## src/rtl/oscillator_types_pkg.sv

```systemverilog
// Shared types for the oscillator cores and the divider arbiter that serves them.
package oscillator_types_pkg;

  typedef enum logic [0:0] {
    ARB_IDLE_E    = 1'b0,
    ARB_FORWARD_E = 1'b1
  } osc_arb_state_t;

  // Width of an index into n requesters; never collapses below one bit.
  function automatic int idx_w(input int n);
    return (n > 1) ? $clog2(n) : 1;
  endfunction

endpackage

```

## src/rtl/osc_div_arbiter_if.sv

```systemverilog
// Requester-side and divider-side AXI-stream bundle of the divider arbiter.
interface osc_div_arbiter_if #(
  parameter int NR_OF_REQUESTERS_P = 4,
  parameter int AXI_DATA_WIDTH_P   = 32,
  parameter int AXI_ID_WIDTH_P     = 3
);

  logic [NR_OF_REQUESTERS_P-1:0]                       req_tvalid;
  logic [NR_OF_REQUESTERS_P-1:0]                       req_tready;
  logic [NR_OF_REQUESTERS_P-1:0][AXI_DATA_WIDTH_P-1:0] req_tdata;
  logic [NR_OF_REQUESTERS_P-1:0]                       req_tlast;

  logic [NR_OF_REQUESTERS_P-1:0] rsp_tvalid;
  logic [NR_OF_REQUESTERS_P-1:0] rsp_tready;
  logic [AXI_DATA_WIDTH_P-1:0]   rsp_tdata;
  logic                          rsp_tlast;
  logic                          rsp_tuser;

  logic                        div_egr_tvalid;
  logic                        div_egr_tready;
  logic [AXI_DATA_WIDTH_P-1:0] div_egr_tdata;
  logic                        div_egr_tlast;
  logic [AXI_ID_WIDTH_P-1:0]   div_egr_tid;

  logic                        div_ing_tvalid;
  logic                        div_ing_tready;
  logic [AXI_DATA_WIDTH_P-1:0] div_ing_tdata;
  logic                        div_ing_tlast;
  logic [AXI_ID_WIDTH_P-1:0]   div_ing_tid;
  logic                        div_ing_tuser;

  // Arbiter view.
  modport slave (
    input  req_tvalid, req_tdata, req_tlast,
    output req_tready,
    output rsp_tvalid, rsp_tdata, rsp_tlast, rsp_tuser,
    input  rsp_tready,
    output div_egr_tvalid, div_egr_tdata, div_egr_tlast, div_egr_tid,
    input  div_egr_tready,
    input  div_ing_tvalid, div_ing_tdata, div_ing_tlast, div_ing_tid, div_ing_tuser,
    output div_ing_tready
  );

  // Environment view: oscillator cores plus the divider core.
  modport master (
    output req_tvalid, req_tdata, req_tlast,
    input  req_tready,
    input  rsp_tvalid, rsp_tdata, rsp_tlast, rsp_tuser,
    output rsp_tready,
    input  div_egr_tvalid, div_egr_tdata, div_egr_tlast, div_egr_tid,
    output div_egr_tready,
    output div_ing_tvalid, div_ing_tdata, div_ing_tlast, div_ing_tid, div_ing_tuser,
    input  div_ing_tready
  );

endinterface

```

## src/rtl/rr_arbiter.sv

```systemverilog
// Combinational N-way round-robin priority encoder: the first eligible index at or
// after rr_ptr (wrapping) wins.
module rr_arbiter
  import oscillator_types_pkg::*;
#(
  parameter  int NR_OF_REQUESTERS_P = 4,
  localparam int IDX_W              = idx_w(NR_OF_REQUESTERS_P)
) (
  input  logic [NR_OF_REQUESTERS_P-1:0] eligible,
  input  logic [IDX_W-1:0]              rr_ptr,
  output logic [IDX_W-1:0]              winner_id,
  output logic                          winner_valid
);

  logic [IDX_W-1:0] cand;

  // Scan from the farthest offset back to rr_ptr so the nearest eligible index is kept.
  always_comb begin
    winner_valid = 1'b0;
    winner_id    = '0;
    cand         = '0;
    for (int k = NR_OF_REQUESTERS_P - 1; k >= 0; k--) begin
      cand = IDX_W'((int'(rr_ptr) + k) % NR_OF_REQUESTERS_P);
      if (eligible[cand]) begin
        winner_valid = 1'b1;
        winner_id    = cand;
      end
    end
  end

endmodule

```

## src/rtl/osc_div_arbiter.sv

```systemverilog
// Shares one long-division core between several oscillator cores: round-robin packet
// egress tagged with the requester index, tid-routed quotient return, one division in flight each.
module osc_div_arbiter
  import oscillator_types_pkg::*;
#(
  parameter int NR_OF_REQUESTERS_P = 4,
  parameter int AXI_DATA_WIDTH_P   = 32,
  parameter int AXI_ID_WIDTH_P     = 3
) (
  input  logic                          clk,
  input  logic                          rst,
  osc_div_arbiter_if.slave              bus,
  output logic [NR_OF_REQUESTERS_P-1:0] sr_pending,
  output logic                          sr_bad_tid
);

  localparam int                  N        = NR_OF_REQUESTERS_P;
  localparam int                  IW       = AXI_ID_WIDTH_P;
  localparam int                  IDX_W    = idx_w(N);
  localparam logic [IW:0]         N_EXT    = (IW + 1)'(N);
  localparam logic [IDX_W-1:0]    LAST_IDX = IDX_W'(N - 1);

  osc_arb_state_t              state_q;
  osc_arb_state_t              state_d;
  logic [IDX_W-1:0]            grant_id;
  logic [IDX_W-1:0]            rr_ptr;
  logic [N-1:0]                eligible;
  logic [IDX_W-1:0]            winner_id;
  logic                        winner_valid;
  logic                        grant_load;
  logic                        egr_done;
  logic [AXI_DATA_WIDTH_P-1:0] egr_data;
  logic [N-1:0]                pending_d;
  logic [IDX_W-1:0]            ing_idx;
  logic                        tid_ok;
  logic                        ing_last_hs;
  logic                        ing_bad;

  // A requester with a division in flight is invisible to the arbiter.
  assign eligible = bus.req_tvalid & ~sr_pending;

  rr_arbiter #(
    .NR_OF_REQUESTERS_P (N)
  ) u_rr_arbiter (
    .eligible     (eligible),
    .rr_ptr       (rr_ptr),
    .winner_id    (winner_id),
    .winner_valid (winner_valid)
  );

  always_comb begin
    state_d            = state_q;
    grant_load         = 1'b0;
    egr_done           = 1'b0;
    bus.req_tready     = '0;
    bus.div_egr_tvalid = 1'b0;
    bus.div_egr_tlast  = 1'b0;
    bus.div_egr_tid    = '0;
    egr_data           = '0;
    case (state_q)
      ARB_IDLE_E: begin
        if (winner_valid) begin
          grant_load = 1'b1;
          state_d    = ARB_FORWARD_E;
        end
      end
      ARB_FORWARD_E: begin
        bus.div_egr_tvalid     = bus.req_tvalid[grant_id];
        egr_data               = bus.req_tdata[grant_id];
        bus.div_egr_tlast      = bus.req_tlast[grant_id];
        bus.div_egr_tid        = IW'(grant_id);
        bus.req_tready[grant_id] = bus.div_egr_tready;
        if (bus.req_tvalid[grant_id] && bus.div_egr_tready && bus.req_tlast[grant_id]) begin
          egr_done = 1'b1;
          state_d  = ARB_IDLE_E;
        end
      end
      default: state_d = ARB_IDLE_E;
    endcase
  end

  assign bus.div_egr_tdata = egr_data;

  // Ingress demux is purely combinational; out-of-range tids are swallowed.
  always_comb begin
    ing_idx            = IDX_W'(bus.div_ing_tid);
    tid_ok             = ({1'b0, bus.div_ing_tid} < N_EXT);
    bus.rsp_tvalid     = '0;
    bus.div_ing_tready = 1'b1;
    if (tid_ok) begin
      bus.rsp_tvalid[ing_idx] = bus.div_ing_tvalid;
      bus.div_ing_tready      = bus.rsp_tready[ing_idx];
    end
  end

  assign bus.rsp_tdata = bus.div_ing_tdata;
  assign bus.rsp_tlast = bus.div_ing_tlast;
  assign bus.rsp_tuser = bus.div_ing_tuser;

  assign ing_last_hs = bus.div_ing_tvalid & bus.div_ing_tready & bus.div_ing_tlast;
  assign ing_bad     = ing_last_hs & ~tid_ok;

  // Set and clear touch different requesters, since a pending one is never granted.
  always_comb begin
    pending_d = sr_pending;
    if (egr_done) begin
      pending_d[grant_id] = 1'b1;
    end
    if (ing_last_hs && tid_ok) begin
      pending_d[ing_idx] = 1'b0;
    end
  end

  always_ff @(posedge clk) begin
    if (rst) begin
      state_q    <= ARB_IDLE_E;
      grant_id   <= '0;
      rr_ptr     <= '0;
      sr_pending <= '0;
      sr_bad_tid <= 1'b0;
    end else begin
      state_q    <= state_d;
      sr_pending <= pending_d;
      sr_bad_tid <= ing_bad;
      if (grant_load) begin
        grant_id <= winner_id;
        rr_ptr   <= (winner_id == LAST_IDX) ? '0 : winner_id + 1'b1;
      end
    end
  end

endmodule

```

## src/flat_wrapper.sv

```systemverilog
// flat-port wrapper written by rule: the top's interface ports become plain ports
module osc_div_arbiter_flat import oscillator_types_pkg::*;
#(
  parameter int NR_OF_REQUESTERS_P = 4,
  parameter int AXI_DATA_WIDTH_P   = 32,
  parameter int AXI_ID_WIDTH_P     = 3
)
  (clk, rst, sr_pending, sr_bad_tid, bus_req_tvalid, bus_req_tdata, bus_req_tlast, bus_req_tready, bus_rsp_tvalid, bus_rsp_tdata, bus_rsp_tlast, bus_rsp_tuser, bus_rsp_tready, bus_div_egr_tvalid, bus_div_egr_tdata, bus_div_egr_tlast, bus_div_egr_tid, bus_div_egr_tready, bus_div_ing_tvalid, bus_div_ing_tdata, bus_div_ing_tlast, bus_div_ing_tid, bus_div_ing_tuser, bus_div_ing_tready);
  osc_div_arbiter_if #(.NR_OF_REQUESTERS_P(NR_OF_REQUESTERS_P), .AXI_DATA_WIDTH_P(AXI_DATA_WIDTH_P), .AXI_ID_WIDTH_P(AXI_ID_WIDTH_P)) bus_i ();
  input  logic clk;
  input  logic rst;
  output logic [NR_OF_REQUESTERS_P-1:0] sr_pending;
  output logic sr_bad_tid;
  input wire logic [$bits(bus_i.req_tvalid)-1:0] bus_req_tvalid;
  input wire logic [$bits(bus_i.req_tdata)-1:0] bus_req_tdata;
  input wire logic [$bits(bus_i.req_tlast)-1:0] bus_req_tlast;
  output wire logic [$bits(bus_i.req_tready)-1:0] bus_req_tready;
  output wire logic [$bits(bus_i.rsp_tvalid)-1:0] bus_rsp_tvalid;
  output wire logic [$bits(bus_i.rsp_tdata)-1:0] bus_rsp_tdata;
  output wire logic [$bits(bus_i.rsp_tlast)-1:0] bus_rsp_tlast;
  output wire logic [$bits(bus_i.rsp_tuser)-1:0] bus_rsp_tuser;
  input wire logic [$bits(bus_i.rsp_tready)-1:0] bus_rsp_tready;
  output wire logic [$bits(bus_i.div_egr_tvalid)-1:0] bus_div_egr_tvalid;
  output wire logic [$bits(bus_i.div_egr_tdata)-1:0] bus_div_egr_tdata;
  output wire logic [$bits(bus_i.div_egr_tlast)-1:0] bus_div_egr_tlast;
  output wire logic [$bits(bus_i.div_egr_tid)-1:0] bus_div_egr_tid;
  input wire logic [$bits(bus_i.div_egr_tready)-1:0] bus_div_egr_tready;
  input wire logic [$bits(bus_i.div_ing_tvalid)-1:0] bus_div_ing_tvalid;
  input wire logic [$bits(bus_i.div_ing_tdata)-1:0] bus_div_ing_tdata;
  input wire logic [$bits(bus_i.div_ing_tlast)-1:0] bus_div_ing_tlast;
  input wire logic [$bits(bus_i.div_ing_tid)-1:0] bus_div_ing_tid;
  input wire logic [$bits(bus_i.div_ing_tuser)-1:0] bus_div_ing_tuser;
  output wire logic [$bits(bus_i.div_ing_tready)-1:0] bus_div_ing_tready;
  assign bus_i.req_tvalid = bus_req_tvalid;
  assign bus_i.req_tdata = bus_req_tdata;
  assign bus_i.req_tlast = bus_req_tlast;
  assign bus_req_tready = bus_i.req_tready;
  assign bus_rsp_tvalid = bus_i.rsp_tvalid;
  assign bus_rsp_tdata = bus_i.rsp_tdata;
  assign bus_rsp_tlast = bus_i.rsp_tlast;
  assign bus_rsp_tuser = bus_i.rsp_tuser;
  assign bus_i.rsp_tready = bus_rsp_tready;
  assign bus_div_egr_tvalid = bus_i.div_egr_tvalid;
  assign bus_div_egr_tdata = bus_i.div_egr_tdata;
  assign bus_div_egr_tlast = bus_i.div_egr_tlast;
  assign bus_div_egr_tid = bus_i.div_egr_tid;
  assign bus_i.div_egr_tready = bus_div_egr_tready;
  assign bus_i.div_ing_tvalid = bus_div_ing_tvalid;
  assign bus_i.div_ing_tdata = bus_div_ing_tdata;
  assign bus_i.div_ing_tlast = bus_div_ing_tlast;
  assign bus_i.div_ing_tid = bus_div_ing_tid;
  assign bus_i.div_ing_tuser = bus_div_ing_tuser;
  assign bus_div_ing_tready = bus_i.div_ing_tready;
  osc_div_arbiter #(.NR_OF_REQUESTERS_P(NR_OF_REQUESTERS_P), .AXI_DATA_WIDTH_P(AXI_DATA_WIDTH_P), .AXI_ID_WIDTH_P(AXI_ID_WIDTH_P)) u_core (.clk(clk), .rst(rst), .bus(bus_i), .sr_pending(sr_pending), .sr_bad_tid(sr_bad_tid));
endmodule
```

## config.mk

```make
export PLATFORM = sky130hd
export DESIGN_NAME = osc_div_arbiter_flat
export DESIGN_NICKNAME = d
export VERILOG_FILES = /design/src/rtl/oscillator_types_pkg.sv /design/src/rtl/osc_div_arbiter_if.sv /design/src/rtl/rr_arbiter.sv /design/src/rtl/osc_div_arbiter.sv /design/src/flat_wrapper.sv
export SDC_FILE = /design/constraint.sdc
export NUM_CORES = 1
export LEC_CHECK = 0
export CAP_MARGIN = 20
export CORE_ASPECT_RATIO = 0.5
export CORE_MARGIN = 8
export CORE_UTILIZATION = 28
export CTS_CLUSTER_SIZE = 28
export DETAILED_ROUTE_END_ITERATION = 16
export PLACE_DENSITY = 0.86
export SLEW_MARGIN = 20
export SYNTH_ARGS = -nofsm -noshare
export SYNTH_HDL_FRONTEND = slang
export SYNTH_HIERARCHICAL = 1
export SYNTH_SLANG_ARGS = --single-unit
```

## constraint.sdc

```tcl
create_clock -name clk -period 3.9 [get_ports clk]
set_input_delay 1.17 -clock clk [delete_from_list [all_inputs] [get_ports clk]]
set_output_delay 1.17 -clock clk [all_outputs]
set_load 0.02 [all_outputs]
```

==> summary.md, run 1 <==
| Metric | Value |
|---|---|
| P_sw | 0.257 mW |
| Worst reg2reg startpoint | u_core/state_q |
| Status | complete, no violations |
| CTS Sinks | 10 |
| Post-Place Worst Slack | -0.293 ns |
| Most common flop cell mapped by yosys | dfxtp_1 |
| DRT Pass-1 Iters | 4 |
| Slew Limit Fails | 0 |
| Final Power | 0.808 mW |
| Number of cells on the critical path | 4 |
| Top area cells in the synthesized netlist | mux4_2, buf_4, and2_1 |
| Placed cell areas | 3830 um2 |
| Comb pwr share | between 60% and 70% |
| Worst Setup SP | bus_div_ing_tid[2] |
| Relative slew margins | a little under half |
| Detailed placement HPWL | 8650 um |
| CP max stage delay | 0.62 ns |
| Least-Margin Pin Slew | about 0.82 ns |
| Core Area | about 6800 um2 |
| TritonCTS clock tree | done |
| Critical path cell sequence | clkdlybuf4s50_1 -> nand2b_1 -> nor2_1 -> clkdlybuf4s50_1 |
| Mapped Nets | 373 |
| Cell family with most CP delay | buffers and inverters |
| Final WS setup | 0.0906 ns |
| Die Span Y | approximately 76 um |
| FMAX | 263 MHz |
| Clk pin slew, worst setup/hold paths | 0.04 ns |
| Int Pwr | 0.550 mW |
| Switching share of power | 31.9% |
| DR vias | 2242 |
| Final nets | 539 |
| Post-synth EDFFs | 0 |
| Largest net degree at the start of global routing | 30 |
| Skew final | 0.00169 ns |
| Total die area | 10200 um2 |
| Pwr dens | approximately 210 nW/um2 |
| DRC Markers | 0 |
| Sequential group share of total power | 15.3% |
| Clk buf depth | 2 |
| Via density per instance | 5.02 |
| Gate Count Post-Synth | 191 |
| Top-Level Pins | 266 |
| GPL Wtd Cong | between 0.9 and 1 |
| Final ANT Viol Nets | 0 |
| RSZ-0062 raised after global routing | no |
| Hold Path Class | reg -> reg |
| R2R Setup Slk | 2.20 ns |
| Area growth, synth to finish | 93.9% |
| Mapped cell area | 1990 um2 |
| Worst skew pair latency | 0.24 ns |
| Ant diodes | 0 |
| Clock network fraction of total power | a little over a fifth |
| Vias in the first global route | 2433 |
| Crit path DAT | 2.64 ns |
| Yosys top cell area share | 33.9% |
| Setup crit end kind | primary output |
| Unique cell type count in the Yosys netlist | 31 |
| DRT iter0 DRCs | between 100 and 150 |
| Std cell rows | 21 |
| Global-route wire length before repair | around 14000 um |
| Crit Path Category | in -> out |
| CP endpoint | bus_rsp_tvalid[1] |
| Avg Inst Size Synth | 10.4 um2 |
| GRT Util Overall | between 15 and 20% |
| Grt total ovfl | 0 |
| Most common cell on crit path | clkdlybuf4s50_1 |
| Period minus WS final | 3.81 ns |
| Initial Util | 29.4% |
| Maximum VDD drop | 0.000166 V |
| Startpoint Class | input port |
| Root Driver | clkbuf_16 |
| Final Hold Vio Count | 0 |
| Ratio of cells with drive above 1 in the final layout | 15.2% |
| Ys async rst share | 0% |
| Seq/Total Area, Yosys | between 10% and 20% |
| Cell accounting for the most synthesized area | mux4_2 |
| R2R cell count | 3 |
| Die Width | ~140 um |
| Slowest cell on crit path | clkdlybuf4s50_1 |
| Routed length per placed instance | 22.4 um |
| Max-cap violations | 0 |
| CP Data Required Time | 2.73 ns |
| Final Routed Wirelength | 10000 um |
| CTS buffer count | 3 |
| Final design utilization | 57.1% |
| Initial antenna violation count | 0 |
| Port Buf Inserts | 198 |
| Final setup viols | 0 |
| Post-CTS Setup Inserts | 0 |
| Yosys warnings | 6 |
| Critical path buffer and inverter count | 2 |
| Quantity of hold-fixing buffers added after cts | 0 |
| List of most frequent post-synthesis cells | and2_1, buf_4, mux4_2 |
| Crit Path Max Fanout | 8 |
| Register bit total from synthesis | 10 |
| Final period utilization | 97.7% |
| Reg2reg end | u_core/sr_pending[2] |
| Final Cell Area | 3870 um2 |
| H-tree depth | 1 |
| Leakage power figure | 1.54 nW |
-- logic make-up after synthesis --
group	share of synthesized area (%)
muxes	43.5
and+or+nand+nor	22.6
other	0.188
AOI/OAI and AO/OA	4.27
buffers and inverters	18.7
adders and majority gates	0.627
DFF	10.0
-- power by group through the flow --
stage          sequential [mW]  clock, mW  combinational [mW]
5_1_grt                  0.125      0.188               0.537
3_3_place_gp             0.124          0               0.519
4_1_cts                  0.123      0.179               0.508
3_5_place_dp             0.124          0               0.532
2_1_floorplan            0.119          0               0.310
6_report                 0.123      0.178               0.506
-- worst min-delay path by stage --
stage	from	to	slack (ns)	cells after the start
floorplan	u_core/rr_ptr[0]	u_core/rr_ptr[0]	0.52	2
global placement	u_core/grant_id[0]	u_core/grant_id[0]	0.52	2
detailed placement	u_core/grant_id[0]	u_core/grant_id[0]	0.55	2
CTS	u_core/grant_id[0]	u_core/grant_id[0]	0.56	2
global route	u_core/rr_ptr[0]	u_core/rr_ptr[0]	0.60	2
finish	u_core/grant_id[0]	u_core/grant_id[0]	0.57	2
-- sequential cells by signal, indices dropped and copies added, names as in the netlist --
register,flops
u_core/state_q,1
u_core/sr_bad_tid,1
u_core/grant_id,2
u_core/sr_pending,4
u_core/rr_ptr,2
-- metal layers --
metal  wire, um  track usage (%)  up-vias  part of all wire [%]
met5          0                0        -                     0
met1       3670             20.3     1101                    37
met4        182             5.24        0                   1.8
li1           -                -     1015                     -
met2       5490             33.9      109                    55
met3        684             3.68       17                   6.8
-- worst register-to-register path, cell delays in order (launching register included) --
cell	delay, ns
dfxtp_1	0.85
and4b_1	0.35
a31oi_1	0.12
a311oi_1	0.29
-- repair_timing --
item,in CTS,in global routing
endpoints found under the setup margin,33,4
cloned,0,0
gates resized for setup,36,4
-- per-stage QoR --
step / TNS [ns] / hold WS (ns) / std cells
floorplan: 0 / 0.521 / 191
global placement: -1.28 / 0.518 / 444
detailed placement: -1.69 / 0.555 / 444
CTS: 0 / 0.565 / 447
global route: 0 / 0.595 / 447
finish: 0 / 0.567 / 447
-- cell type report --
type	instances	area, um2
fill	581	2910
timing repair buffer	211	2050
tap	92	115
multi-input combinational	130	1420
inverter	1	3.75
clock buffer	3	75.1
sequential	10	201
-- cell usage in the layout, fill, tap and decap left out, types with 2 or more instances in the layout --
| master | count |
|---|---|
| clkdlybuf4s50_1 | 162 |
| and2_1 | 36 |
| dlygate4sd2_1 | 32 |
| mux4_2 | 31 |
| nor2_1 | 14 |
| buf_4 | 12 |
| dfxtp_1 | 9 |
| nor2b_1 | 5 |
| mux2i_1 | 5 |
| nand2_1 | 4 |
| nand2b_1 | 4 |
| mux4_1 | 4 |
| a31oi_1 | 4 |
| a311oi_1 | 4 |
| clkbuf_16 | 3 |
| dlymetal6s2s_1 | 3 |
| nor3_1 | 3 |
| and4b_1 | 2 |
| and4_1 | 2 |
| nor3b_1 | 2 |
Power figures use the tool's default switching activity.
==> run 2, diff against run 1 <==
--- a/config.mk
+++ b/config.mk
@@ -5,10 +5,12 @@
 export SDC_FILE = /design/constraint.sdc
 export NUM_CORES = 1
 export LEC_CHECK = 0
-export CAP_MARGIN = 20
+export CAP_MARGIN = 30
+export CELL_PAD_IN_SITES_DETAIL_PLACEMENT = 1
+export CELL_PAD_IN_SITES_GLOBAL_PLACEMENT = 2
 export CORE_ASPECT_RATIO = 0.5
 export CORE_MARGIN = 8
-export CORE_UTILIZATION = 28
+export CORE_UTILIZATION = 13
 export CTS_CLUSTER_SIZE = 28
 export DETAILED_ROUTE_END_ITERATION = 16
 export PLACE_DENSITY = 0.86
==> run 2 against run 1 <==
Net effect:
- via count shrank 2.5%
- sequential share of layout area shrank 0.25 points
- combinational power grew 1%
- total power grew 0.44%
- count of clock-buffer cells in the layout is the same
- global-route usage shrank 7.8 points
- die area grew 93%
- clock power is essentially flat
==> summary.md, run 2 (synthesized netlist as in run 1, its figures left out) <==
| Metric | Value |
|---|---|
| Switching share of power | 31.6% (-0.22 points) |
| Top flop regs | u_core/sr_pending x4, u_core/grant_id x2, u_core/rr_ptr x2 |
| Hold path depth | 2 (unchanged) |
| Die Width | 191 um (+41%) |
| Quantity of hold-fixing buffers added after cts | 0 (unchanged) |
| Core Area | 15200 um2 (+120%) |
| Final setup viols | 0 (unchanged) |
| Sequential group share of total power | 14.9% (-0.4 points) |
| Ant diodes | 0 (unchanged) |
| Port Buf Inserts | 198 (unchanged) |
| Via density per instance | 3.85 (-23%) |
| Number of non-filler instances in the completed layout | 568 (+27%) |
| End of the worst hold path | u_core/grant_id[0] |
| Slew Limit Fails | 0 (unchanged) |
| Pwr dens | 199 nW/um2 (-4.5%) |
| Hold Path Class | reg -> reg |
| Final Hold Vio Count | 0 (unchanged) |
| Vias in the first global route | 2514 (+3.3%) |
| Status | complete, no violations |
| Total die area | 19800 um2 (+93%) |
| Top-Level Pins | 266 (unchanged) |
| Crit Path Category | in -> out |
| Skew final | 0.00257 ns (+0.000880 ns) |
| Final nets | 548 (+1.7%) |
| CTS Sinks | 10 (unchanged) |
| GRT Util Overall | 10.1% (-7.8 points) |
| Final ANT Viol Nets | 0 (unchanged) |
| Hold_sp | u_core/grant_id[0] |
| Clock network fraction of total power | 22.0% (about the same) |
| Number of flip-flops in the largest register | 4 (unchanged) |
| P_sw | 0.257 mW (-0.24%) |
| Commonest non-fill, non-tap cell in the layout | clkdlybuf4s50_1 |
| Clk buf depth | 2 (unchanged) |
| RSZ-0062 raised after global routing | no |
| TritonCTS clock tree | done |
| Root Driver | clkbuf_16 |
| Most frequent cells in the layout | clkdlybuf4s50_1, and2_1, dlygate4sd2_1 |
| FMAX | 262 MHz (about the same) |
| Max-cap violations | 0 (unchanged) |
| Initial Util | 13.1% (-16 points) |
| Largest net degree at the start of global routing | 28 (-6.7%) |
| Worst reg2reg startpoint | u_core/grant_id[0] |
| GPL Wtd Cong | 0.765 (-18%) |
| Post-CTS sizing | 36 (unchanged) |
| Grt total ovfl | 0 (unchanged) |
| DRT Pass-1 Iters | 4 (unchanged) |
| FILL cells | 1751 (+200%) |
| Post-CTS Setup Inserts | 0 (unchanged) |
| Reg2reg end | u_core/state_q |
| Crit Path Max Fanout | 4 (-4) |
| Clk pin slew, worst setup/hold paths | 0.04 ns (about the same) |
| CP Data Required Time | 2.73 ns (about the same) |
| Die Span Y | 104 um (+37%) |
| Startpoint Class | input port |
| Comb pwr share | 63.2% (+0.5 points) |
| R2R Setup Slk | 2.14 ns (-0.06 ns) |
| DR vias | 2186 (-2.5%) |
| Routed length per placed instance | 18.4 um (-18%) |
| H-tree depth | 1 (unchanged) |
| R2R cell count | 5 (+2) |
| Top reg by flops | u_core/sr_pending |
| Period minus WS final | 3.81 ns (+0.00287 ns) |
| Maximum VDD drop | 0.000149 V (-10%) |
| Worst skew pair latency | 0.24 ns (about the same) |
| DRT iter0 DRCs | 101 (-23%) |
| Initial antenna violation count | 0 (unchanged) |
| Global-route wire length before repair | 15800 um (+11%) |
| Int Pwr | 0.555 mW (+0.76%) |
| CTS buffer count | 3 (unchanged) |
| Area growth, synth to finish | 104% |
| Std cell rows | 32 (+52%) |
| Leakage power figure | 1.59 nW (+2.9%) |
| Crit path DAT | 2.64 ns (about the same) |
| Ratio of cells with drive above 1 in the final layout | 17.0% (+1.8 points) |
| Detailed placement HPWL | 9190 um (+6.2%) |
| Final Routed Wirelength | 10500 um (+4.5%) |
| Final period utilization | 97.8% (about the same) |
| DRC Markers | 0 (unchanged) |
| Min Hold Slack | 0.541 ns (-0.0254 ns) |
| Setup crit end kind | primary output |
| Placed Instances | 565 (+27%) |
## run 2: cell count changes in the layout (fill, tap and decap cells not counted)
cell	delta
buf_12	-1
buf_4	+10
mux4_1	+1
mux4_2	-1
## run 2: worst max-delay path by stage
stage                                  start                    end  slack, ns  depth (start not counted)
after CTS                 bus_req_tdata[110]  bus_div_egr_tdata[14]      0.004                          4
after floorplan           bus_div_ing_tid[0]     bus_div_ing_tready       0.77                          2
after global placement    bus_div_ing_tid[0]     bus_div_ing_tready      -0.25                          4
after global routing      bus_div_ing_tid[1]      bus_rsp_tvalid[2]      0.009                          5
final                     bus_div_ing_tid[1]      bus_rsp_tvalid[2]       0.09                          5
after detailed placement  bus_div_ing_tid[0]     bus_div_ing_tready      -0.29                          4
## run 2: cell type report
class / count / area [um2] / area share [%]
inverter: 1 / 3.75 / 0.0923
multi-input combinational: 130 / 1420 / 35.0
clock buffer: 3 / 75.1 / 1.85
timing repair buffer: 220 / 2110 / 51.9
tap: 204 / 255 / 6.28
sequential: 10 / 201 / 4.95
## run 2: per-stage QoR
stage          worst slack (ns)  power [mW]  util [%]  TNS, ns  cell area [um2]
3_5_place_dp             -0.293       0.667      26.5    -1.49             4030
6_report                 0.0877       0.811      26.7        0             4070
4_1_cts                 0.00417       0.824      26.7        0             4060
3_3_place_gp             -0.253       0.660      26.5    -1.33             4030
5_1_grt                 0.00923       0.858      26.7        0             4070
2_1_floorplan             0.768       0.429         -        0             1990
## run 2: routing by layer
metal	track usage, %	part of all wire [%]	wire length, um	vias up
li1	-	-	-	1030
met5	0	0	0	-
met4	2.73	1.8	185	0
met2	20.5	60	6330	43
met3	1.44	2.5	263	14
met1	10.6	35	3690	1099
## run 2: power by group through the flow
stage / sequential, mW / clock, mW / combinational [mW]
detailed placement: 0.123 / 0 / 0.544
finish: 0.120 / 0.178 / 0.512
global route: 0.122 / 0.189 / 0.548
floorplan: 0.119 / 0 / 0.310
CTS: 0.121 / 0.183 / 0.520
global placement: 0.122 / 0 / 0.538
## run 2: worst max-delay path, stage by stage
cell and delay, ns:
clkdlybuf4s50_1 0.50, buf_4 0.14, nand2_1 0.07, nor3_1 0.13
clkdlybuf4s50_1 0.64
